--- src/rtl/cpu_seq_pkg.sv ---
// Shared encodings for the CPU program sequencer: instruction classes, ALU opcodes,
// sequencer states and an instruction classifier.
package cpu_seq_pkg;

  localparam logic [3:0] CLS_ALU  = 4'h0;
  localparam logic [3:0] CLS_JMP  = 4'h1;
  localparam logic [3:0] CLS_JZ   = 4'h2;
  localparam logic [3:0] CLS_JC   = 4'h3;
  localparam logic [3:0] CLS_JN   = 4'h4;
  localparam logic [3:0] CLS_JV   = 4'h5;
  localparam logic [3:0] CLS_NOP  = 4'h6;
  localparam logic [3:0] CLS_HALT = 4'hF;

  // ALU opcodes, same values the datapath's operations header defines
  localparam logic [3:0] OP_ADD = 4'h0;
  localparam logic [3:0] OP_SUB = 4'h1;
  localparam logic [3:0] OP_AND = 4'h2;
  localparam logic [3:0] OP_OR  = 4'h3;
  localparam logic [3:0] OP_XOR = 4'h4;
  localparam logic [3:0] OP_NOT = 4'h5;
  localparam logic [3:0] OP_SHL = 4'h6;
  localparam logic [3:0] OP_SHR = 4'h7;
  localparam logic [3:0] OP_INC = 4'h8;
  localparam logic [3:0] OP_DEC = 4'h9;

  typedef enum logic [2:0] {
    ST_IDLE     = 3'd0,
    ST_FETCH    = 3'd1,
    ST_DECODE   = 3'd2,
    ST_DISPATCH = 3'd3,
    ST_RETIRE   = 3'd4,
    ST_HALT     = 3'd5
  } seq_state_e;

  typedef enum logic [1:0] {
    KIND_ALU     = 2'd0,
    KIND_FLOW    = 2'd1,
    KIND_HALT    = 2'd2,
    KIND_ILLEGAL = 2'd3
  } instr_kind_e;

  // Jumps and NOP share one path: they only differ in the PC they produce.
  function automatic instr_kind_e classify(input logic [3:0] cls);
    instr_kind_e kind;
    case (cls)
      CLS_ALU:                                     kind = KIND_ALU;
      CLS_JMP, CLS_JZ, CLS_JC, CLS_JN, CLS_JV,
      CLS_NOP:                                     kind = KIND_FLOW;
      CLS_HALT:                                    kind = KIND_HALT;
      default:                                     kind = KIND_ILLEGAL;
    endcase
    return kind;
  endfunction

endpackage

--- src/rtl/cpu_seq_ctrl_branch_eval.sv ---
// Combinational branch resolution: decides whether a control-flow class redirects the PC
// given the registered ALU flags.
module cpu_seq_branch_eval
  import cpu_seq_pkg::*;
(
  input  logic [3:0] cls_i,
  input  logic       z_i,
  input  logic       c_i,
  input  logic       n_i,
  input  logic       v_i,
  output logic       taken_o
);

  always_comb begin
    taken_o = 1'b0;
    case (cls_i)
      CLS_JMP: taken_o = 1'b1;
      CLS_JZ:  taken_o = z_i;
      CLS_JC:  taken_o = c_i;
      CLS_JN:  taken_o = n_i;
      CLS_JV:  taken_o = v_i;
      default: taken_o = 1'b0;
    endcase
  end

endmodule

--- src/rtl/cpu_seq_ctrl.sv ---
// Program sequencer for the 8-bit CPU: fetch, decode, branch and ALU dispatch with
// run/step/halt/resume control. Define SEQ_BREAKPOINT_EN to add a single PC breakpoint.
module cpu_seq_ctrl
  import cpu_seq_pkg::*;
#(
  parameter int PC_W             = 4,
  parameter int DISPATCH_TIMEOUT = 4
) (
  input  logic            clk_i,
  input  logic            rst_ni,
  input  logic            run_i,
  input  logic            step_i,
  input  logic            resume_i,
  output logic [PC_W-1:0] imem_addr_o,
  input  logic [7:0]      imem_data_i,
  input  logic            z_i,
  input  logic            c_i,
  input  logic            n_i,
  input  logic            v_i,
  output logic            exec_enable_o,
  output logic [3:0]      operation_o,
  input  logic            pc_inc_i,
  output logic [PC_W-1:0] pc_o,
  output logic            halted_o,
  output logic            busy_o,
  output logic            err_o
`ifdef SEQ_BREAKPOINT_EN
  ,
  input  logic            bp_en_i,
  input  logic [PC_W-1:0] bp_addr_i,
  output logic            bp_hit_o
`endif
);

  localparam logic [3:0] TMO_LAST = 4'(DISPATCH_TIMEOUT - 1);

  seq_state_e      state_q, state_d;
  logic [PC_W-1:0] pc_q, pc_d;
  logic            step_mode_q, step_mode_d;
  logic            err_q, err_d;
  logic [3:0]      op_q, op_d;
  logic            exec_q, exec_d;
  logic [3:0]      tmo_q, tmo_d;
  logic            halted_q, busy_q;

  logic [3:0]      instr_cls;
  logic [3:0]      instr_arg;
  logic            taken;
  logic            continuing;
  logic [PC_W-1:0] pc_plus1;
  logic [PC_W-1:0] jump_target;

  assign instr_cls   = imem_data_i[7:4];
  assign instr_arg   = imem_data_i[3:0];
  assign continuing  = run_i & ~step_mode_q;
  assign pc_plus1    = pc_q + PC_W'(1);
  assign jump_target = PC_W'(instr_arg);

  cpu_seq_branch_eval u_branch_eval (
    .cls_i   (instr_cls),
    .z_i     (z_i),
    .c_i     (c_i),
    .n_i     (n_i),
    .v_i     (v_i),
    .taken_o (taken)
  );

`ifdef SEQ_BREAKPOINT_EN
  logic bp_skip_q, bp_skip_d;
  logic bp_hit_q, bp_hit_d;
  logic bp_match;

  assign bp_match = bp_en_i && (pc_q == bp_addr_i) && !bp_skip_q;
`endif

  always_comb begin
    state_d     = state_q;
    pc_d        = pc_q;
    step_mode_d = step_mode_q;
    err_d       = err_q;
    op_d        = op_q;
    exec_d      = 1'b0;
    tmo_d       = tmo_q;
`ifdef SEQ_BREAKPOINT_EN
    bp_skip_d   = bp_skip_q;
    bp_hit_d    = 1'b0;
`endif

    case (state_q)
      ST_IDLE: begin
        if (run_i || step_i) begin
          state_d     = ST_FETCH;
          step_mode_d = step_i & ~run_i;
        end
      end

      ST_FETCH: begin
        state_d = ST_DECODE;
`ifdef SEQ_BREAKPOINT_EN
        // The bypass granted by resume is spent on the first fetch, hit or not.
        bp_skip_d = 1'b0;
        if (bp_match) begin
          state_d  = ST_HALT;
          bp_hit_d = 1'b1;
        end
`endif
      end

      ST_DECODE: begin
        case (classify(instr_cls))
          KIND_ALU: begin
            state_d = ST_DISPATCH;
            pc_d    = pc_plus1;
            op_d    = instr_arg;
            exec_d  = 1'b1;
            tmo_d   = 4'd0;
          end
          KIND_FLOW: begin
            pc_d    = taken ? jump_target : pc_plus1;
            state_d = continuing ? ST_FETCH : ST_IDLE;
          end
          KIND_HALT: begin
            pc_d    = pc_plus1;
            state_d = ST_HALT;
          end
          default: begin
            err_d   = 1'b1;
            state_d = ST_HALT;
          end
        endcase
      end

      ST_DISPATCH: begin
        if (pc_inc_i) begin
          state_d = ST_RETIRE;
        end else if (tmo_q == TMO_LAST) begin
          err_d   = 1'b1;
          state_d = ST_HALT;
        end else begin
          tmo_d  = tmo_q + 4'd1;
          exec_d = 1'b1;
        end
      end

      // exec_enable is low here, guaranteeing the gap the edge-triggered consumer needs.
      ST_RETIRE: begin
        state_d = continuing ? ST_FETCH : ST_IDLE;
      end

      ST_HALT: begin
        if (resume_i) begin
          state_d = ST_IDLE;
`ifdef SEQ_BREAKPOINT_EN
          bp_skip_d = 1'b1;
`endif
        end
      end

      default: state_d = ST_IDLE;
    endcase
  end

  always_ff @(posedge clk_i or negedge rst_ni) begin
    if (!rst_ni) begin
      state_q     <= ST_IDLE;
      pc_q        <= '0;
      step_mode_q <= 1'b0;
      err_q       <= 1'b0;
      op_q        <= 4'd0;
      exec_q      <= 1'b0;
      tmo_q       <= 4'd0;
      halted_q    <= 1'b0;
      busy_q      <= 1'b0;
`ifdef SEQ_BREAKPOINT_EN
      bp_skip_q   <= 1'b0;
      bp_hit_q    <= 1'b0;
`endif
    end else begin
      state_q     <= state_d;
      pc_q        <= pc_d;
      step_mode_q <= step_mode_d;
      err_q       <= err_d;
      op_q        <= op_d;
      exec_q      <= exec_d;
      tmo_q       <= tmo_d;
      halted_q    <= (state_d == ST_HALT);
      busy_q      <= (state_d != ST_IDLE) && (state_d != ST_HALT);
`ifdef SEQ_BREAKPOINT_EN
      bp_skip_q   <= bp_skip_d;
      bp_hit_q    <= bp_hit_d;
`endif
    end
  end

  assign imem_addr_o   = pc_q;
  assign pc_o          = pc_q;
  assign exec_enable_o = exec_q;
  assign operation_o   = op_q;
  assign halted_o      = halted_q;
  assign busy_o        = busy_q;
  assign err_o         = err_q;
`ifdef SEQ_BREAKPOINT_EN
  assign bp_hit_o      = bp_hit_q;
`endif

endmodule

--- config.mk ---
export PLATFORM = sky130hd
export DESIGN_NAME = cpu_seq_ctrl
export DESIGN_NICKNAME = d
export VERILOG_FILES = /design/src/rtl/cpu_seq_pkg.sv /design/src/rtl/cpu_seq_ctrl_branch_eval.sv /design/src/rtl/cpu_seq_ctrl.sv
export SDC_FILE = /design/constraint.sdc
export NUM_CORES = 1
export LEC_CHECK = 0
export CELL_PAD_IN_SITES_DETAIL_PLACEMENT = 0
export CELL_PAD_IN_SITES_GLOBAL_PLACEMENT = 1
export CORE_MARGIN = 2
export CORE_UTILIZATION = 37
export DETAILED_ROUTE_END_ITERATION = 7
export GPL_TIMING_DRIVEN = 0
export PLACE_DENSITY_LB_ADDON = 0.1
export SYNTH_ARGS = -nofsm -noshare
export SYNTH_HDL_FRONTEND = slang
export SYNTH_SLANG_ARGS = --single-unit
--- constraint.sdc ---
create_clock -name clk_i -period 3.8 [get_ports clk_i]
set_input_delay 1.14 -clock clk_i [delete_from_list [all_inputs] [get_ports clk_i]]
set_output_delay 1.14 -clock clk_i [all_outputs]
set_load 0.02 [all_outputs]
* After elaboration in Yosys (flattened, before gate mapping)
Memory sizes are Yosys's and may differ from the RTL's.
Cells that the tools add are included.
** Storage, ports and cells
- Register bits :: 20
- Bits in read-only memories :: 32
- Input bits :: 18
- Memories kept :: 1
** Memories
- (no name shown) :: words 16, width 2, read ports 1, clocked after Yosys merged registers in 0, wr ports 0, RTL line cpu_seq_pkg.sv:45 : case (cls)
** Cells by class
- Add/sub/neg operators :: 2
- Equality and inequality tests :: 20
- Muxes and demuxes :: 23
- Bitwise operators :: 4
- Reductions and logical operators :: 14
** Operator list (number)
- case mux 3 bit (6 select lines) :: 1
- 2-to-1 mux 4 bit :: 4
- case mux 4 bit (2 select lines) :: 2
- equality test 4 x 2 -> 1 bit, second input constant :: 3
- 2-to-1 mux 3 bit :: 4
- != test 2 bit, second input constant :: 5
- equality test 3 bit, second input constant :: 3
- adder 4 x 1 -> 4 bit, second input constant :: 2
- equality test 4 x 3 -> 1 bit, second input constant :: 2
- AND reduction 4 bit :: 2
- 2-to-1 mux 1 bit :: 7
- equality test 3 x 2 -> 1 bit, second input constant :: 2
- case mux 3 bit (2 select lines) :: 1
- AND reduction 2 bit :: 3
- case mux 1 bit (5 select lines) :: 1
- equality test 4 x 1 -> 1 bit, second input constant :: 1
- case mux 1 bit (2 select lines) :: 2
- nonzero test 2 bit :: 2
- equality test 3 x 1 -> 1 bit, second input constant :: 1
- logical NOT 3 bit :: 1
- != test 3 bit, second input constant :: 1
- nonzero test 3 bit :: 1
- OR reduction 3 bit :: 1
- bitwise AND 1 bit :: 2
- 8 further kinds :: 9

* Logic depth before layout (Yosys ltp)
- Depth in word-level cells :: 7
- Gate-level depth with buffers :: 6
- Mapped depth without buffers :: 6

* Modules after synthesis
From an unflattened synthesis, not the netlist that was laid out.
** Second synthesis, totals
- Cells, all modules :: 117
- Area total of the unflattened synthesis :: 1163.6 µm²
** Modules (own cells, without submodules)
- cpu_seq_ctrl :: times used 1, cells each 110, area an instance 1118.6 µm²
- cpu_seq_branch_eval :: times used 1, cells each 7, area an instance 45.0 µm²

* Least setup slack after synthesis
Ideal clock, no wire load.
- Path type :: input to register
- Start :: in imem_data_i[4]
- End :: reg pc_q[0] (netlist: imem_addr_o[0])
- Library setup time :: 0.069 ns
- Arrival time :: 2.075 ns
- Required time :: 3.731 ns
- Path slack :: 1.656 ns
- Cell stages on the path :: 5
- Path through :: mux2_2 nand3_1 o41ai_4 or3_1 nand3_1
** Between the ends
- Word-level cells in the longest chain between the ends :: 6
- Elaborated cells between the ends (all ways) :: 16
** RTL lines
- from (decl) :: RTL line cpu_seq_ctrl.sv:15 : input logic [7:0] imem_data_i,
- memory (16 x 2 bit)
- 2-to-1 mux 2 bit :: RTL line cpu_seq_ctrl.sv:89 : case (state_q)
- equality test 2 bit or logical NOT 2 bit (tied branches) :: RTL line cpu_seq_ctrl.sv:110 : case (classify(instr_cls))
- OR reduction 2 bit (no source line)
- nonzero test 2 bit (no source line)
- AND reduction 2 bit (no source line)
- to (signal assigned) :: RTL line cpu_seq_ctrl.sv:180 : pc_q <= pc_d;
- to (decl) :: RTL line cpu_seq_ctrl.sv:38 : logic [PC_W-1:0] pc_q, pc_d;
Parallel ways exist; a longest one is shown, timed or not. The select of a mux whose other input is x is not followed.
A chain may end at the register's enable or synchronous reset.

* Worst setup path after layout
- Start :: in imem_data_i[7]
- End :: reg op_q[0] (netlist: operation_o[0])
** Between the ends
- Word-level cells in the longest chain between the ends :: 4
** RTL lines
- memory (16 x 2 bit)
- 2-to-1 mux 2 bit :: RTL line cpu_seq_ctrl.sv:89
- logical NOT 2 bit :: RTL line cpu_seq_ctrl.sv:110
- AND reduction 2 bit (no source line)
- to (signal assigned) :: RTL line cpu_seq_ctrl.sv:183 : op_q <= op_d;
- to (decl) :: RTL line cpu_seq_ctrl.sv:41 : logic [3:0] op_q, op_d;
No other way between the ends. The select of a mux whose other input is x is not followed.

==> run metrics <==
asr flop ratio synth=1.00; Initial Utilization=0.394; total setup buffers inserted after CTS=0; Slowest-stage cell, CP=clkdlybuf4s50_1; Detailed Route WL=2.42 mm; synth-to-layout area growth=36.7%; DR pass1 iterations=6; Crit. End Element=flop; failing checks=DRC; MaxCap Viol Count=0; Slew HR=0.399; GPL Wtd Cong=0.698; Residual DRC=3; Yosys cell types=36; I/O pin count=34; first-pass GRT wire length=4.17 mm; CP required=3.99 ns; later-pin clock latency in the skew report=0.30 ns; Worst Hold Class=reg2reg; htree depth=1; Mapped Nets=131; largest net degree at the start of global routing=21; Clock Sinks=20; Final Cycle Share=0.713; post_cts resized=0; Mapped Area=0.00110 sq mm; Core Region=0.00281 sq mm; CP Cell Sequence=clkdlybuf4s50_1, nor4_2, nand2_1, mux2_2; syn avg cell area=9.95 sq um; clock skew=0.00397 ns; Tot Pwr=0.00103 W; DP HPWL=1.89 mm; Fmax=0.369 GHz; Slew @ Worst Pin=0.899 ns; die area=0.00344 sq mm; Crit Path Class=in2reg; Pwr per Cell Area=684 mW/mm^2; VDD IR max=339 uV; Cells after Synth=111; vias=928; Die Y=58.6 microns; synth warn=0; unrepaired setup endpoints after global routing=false; row count=19; Total GRT Usage=0.160; Util after Layout=0.538; Final Max Slew Viols=0; Root Driver=clkbuf_4; hold_ws=0.500 ns; fill cell count=281; critical path launch point=imem_data_i[7]; crit path DAT=2.90 ns; synthesized flop and latch total=20; Post-synth EDFFs=0; status=complete, but fails checks; most common cell after layout, fill and taps aside=clkdlybuf4s50_1; Leak Pwr=0.667 nW; Hold Crit Start=err_o; Reg2Reg Capture Point=busy_o; TritonCTS clock tree=yes; IO buf count=33; Post-synth top flop=dfrtp_1; n_diodes=0; vias in the first global route=903; Tmin final=2.71 ns; final hold vios=0; WL/cell=13.5 microns; initial antenna violation count=0; CTS buffer count=3; Worst path max stage delay=0.55 ns; sequential-to-total area share from yosys stat=0.453; Max clock buf depth=2; worst-path fanout max=7; ANT nets after route=0; # setup viols final=0; Die X=58.6 microns; NumNets Final=169; layout cell share with drive strength beyond 1=0.128; FF-to-FF setup slack=1.98 ns; Vias per Instance=5.18; Worst setup endpoint=operation_o[0]; post-route setup TNS=0 ns; most frequent cells in the layout=clkdlybuf4s50_1, dfrtp_1, nand2_1; Post-CTS Hold Fix Bufs=0; initial DRC count=41; Worst R2R Start=tmo_q[0]; gr ovfl total=0; FF-to-FF path depth=6; Worst-path clk slew=0.11 ns; startpoint types=input port
==> metrics by stage <==
stage	cell area [sq um]	instances	setup WS, ns
after global placement	1470	175	0.775
after floorplan	1100	111	1.66
after CTS	1510	179	1.08
final	1510	179	1.09
after global routing	1510	179	1.00
after detailed placement	1470	175	0.756
==> Yosys cell counts, drive strengths merged, types with 3 or more instances <==
cell,n,share of area
dfrtp,20,0.45
inv,3,0.010
nor2b,4,0.023
nand2,12,0.041
buf,4,0.027
a21oi,9,0.044
nor2,5,0.019
nand3,8,0.036
and3,3,0.017
mux2,5,0.051
mux2i,5,0.045
o21ai,5,0.023
==> report_power, final <==
group	total (W)	switching (W)	leakage, nW	internal [W]
Clock	0.000124	0.0000659	0.0210	0.0000584
Combinational	0.000552	0.000277	0.398	0.000275
Sequential	0.000358	0.0000613	0.249	0.000296
Total	0.00103	0.000404	0.667	0.000629
==> worst min-delay path by stage <==
stage / slack, ns / end / cells after the start
detailed placement: 0.48 / err_o / 1
floorplan: 0.48 / step_mode_q / 2
global route: 0.53 / operation_o[3] / 1
global placement: 0.47 / err_o / 1
finish: 0.50 / err_o / 1
CTS: 0.51 / err_o / 1
==> area by class of cell <==
cell class                      instances  area (sq um)  share of cell area
Sequential cell                        20           500               0.331
Inverter                                3          11.3             0.00746
Multi-Input combinational cell         82           554               0.367
Buffer                                  6          38.8              0.0257
Timing Repair Buffer                   33           330               0.219
Clock buffer                            4          36.3              0.0240
Tap cell                               31          38.8              0.0257
==> kinds of logic after synthesis <==
logic type      synth area share
flops                      0.453
fa+ha+maj                 0.0226
compound gates             0.135
mux                       0.0963
simple gates               0.232
xor+xnor                  0.0159
buf+inv                   0.0453
==> critical path, delay by kind of cell <==
| kind | cells | cell delay [ns] |
|---|---|---|
| simple gates | 2 | 0.85 |
| mux | 1 | 0.36 |
| buf+inv | 1 | 0.55 |
==> flip-flops by register name, summed over array words and instances (netlist names) <==
signal	count
imem_addr_o	4
operation_o	4
tmo_q	4
state_q	3
busy_o	1
err_o	1
exec_enable_o	1
halted_o	1
step_mode_q	1
==> routing by layer <==
| layer | GRT usage | share of wire | vias up | routed length [microns] |
|---|---|---|---|---|
| met1 | 0.222 | 0.47 | 430 | 1130 |
| met3 | 0.0286 | 0.048 | 2 | 116 |
| met5 | 0 | 0 | - | 0 |
| li1 | - | - | 470 | - |
| met4 | 0.0617 | 0.0074 | 0 | 18 |
| met2 | 0.249 | 0.48 | 26 | 1160 |
Power figures use the tool's default switching activity.
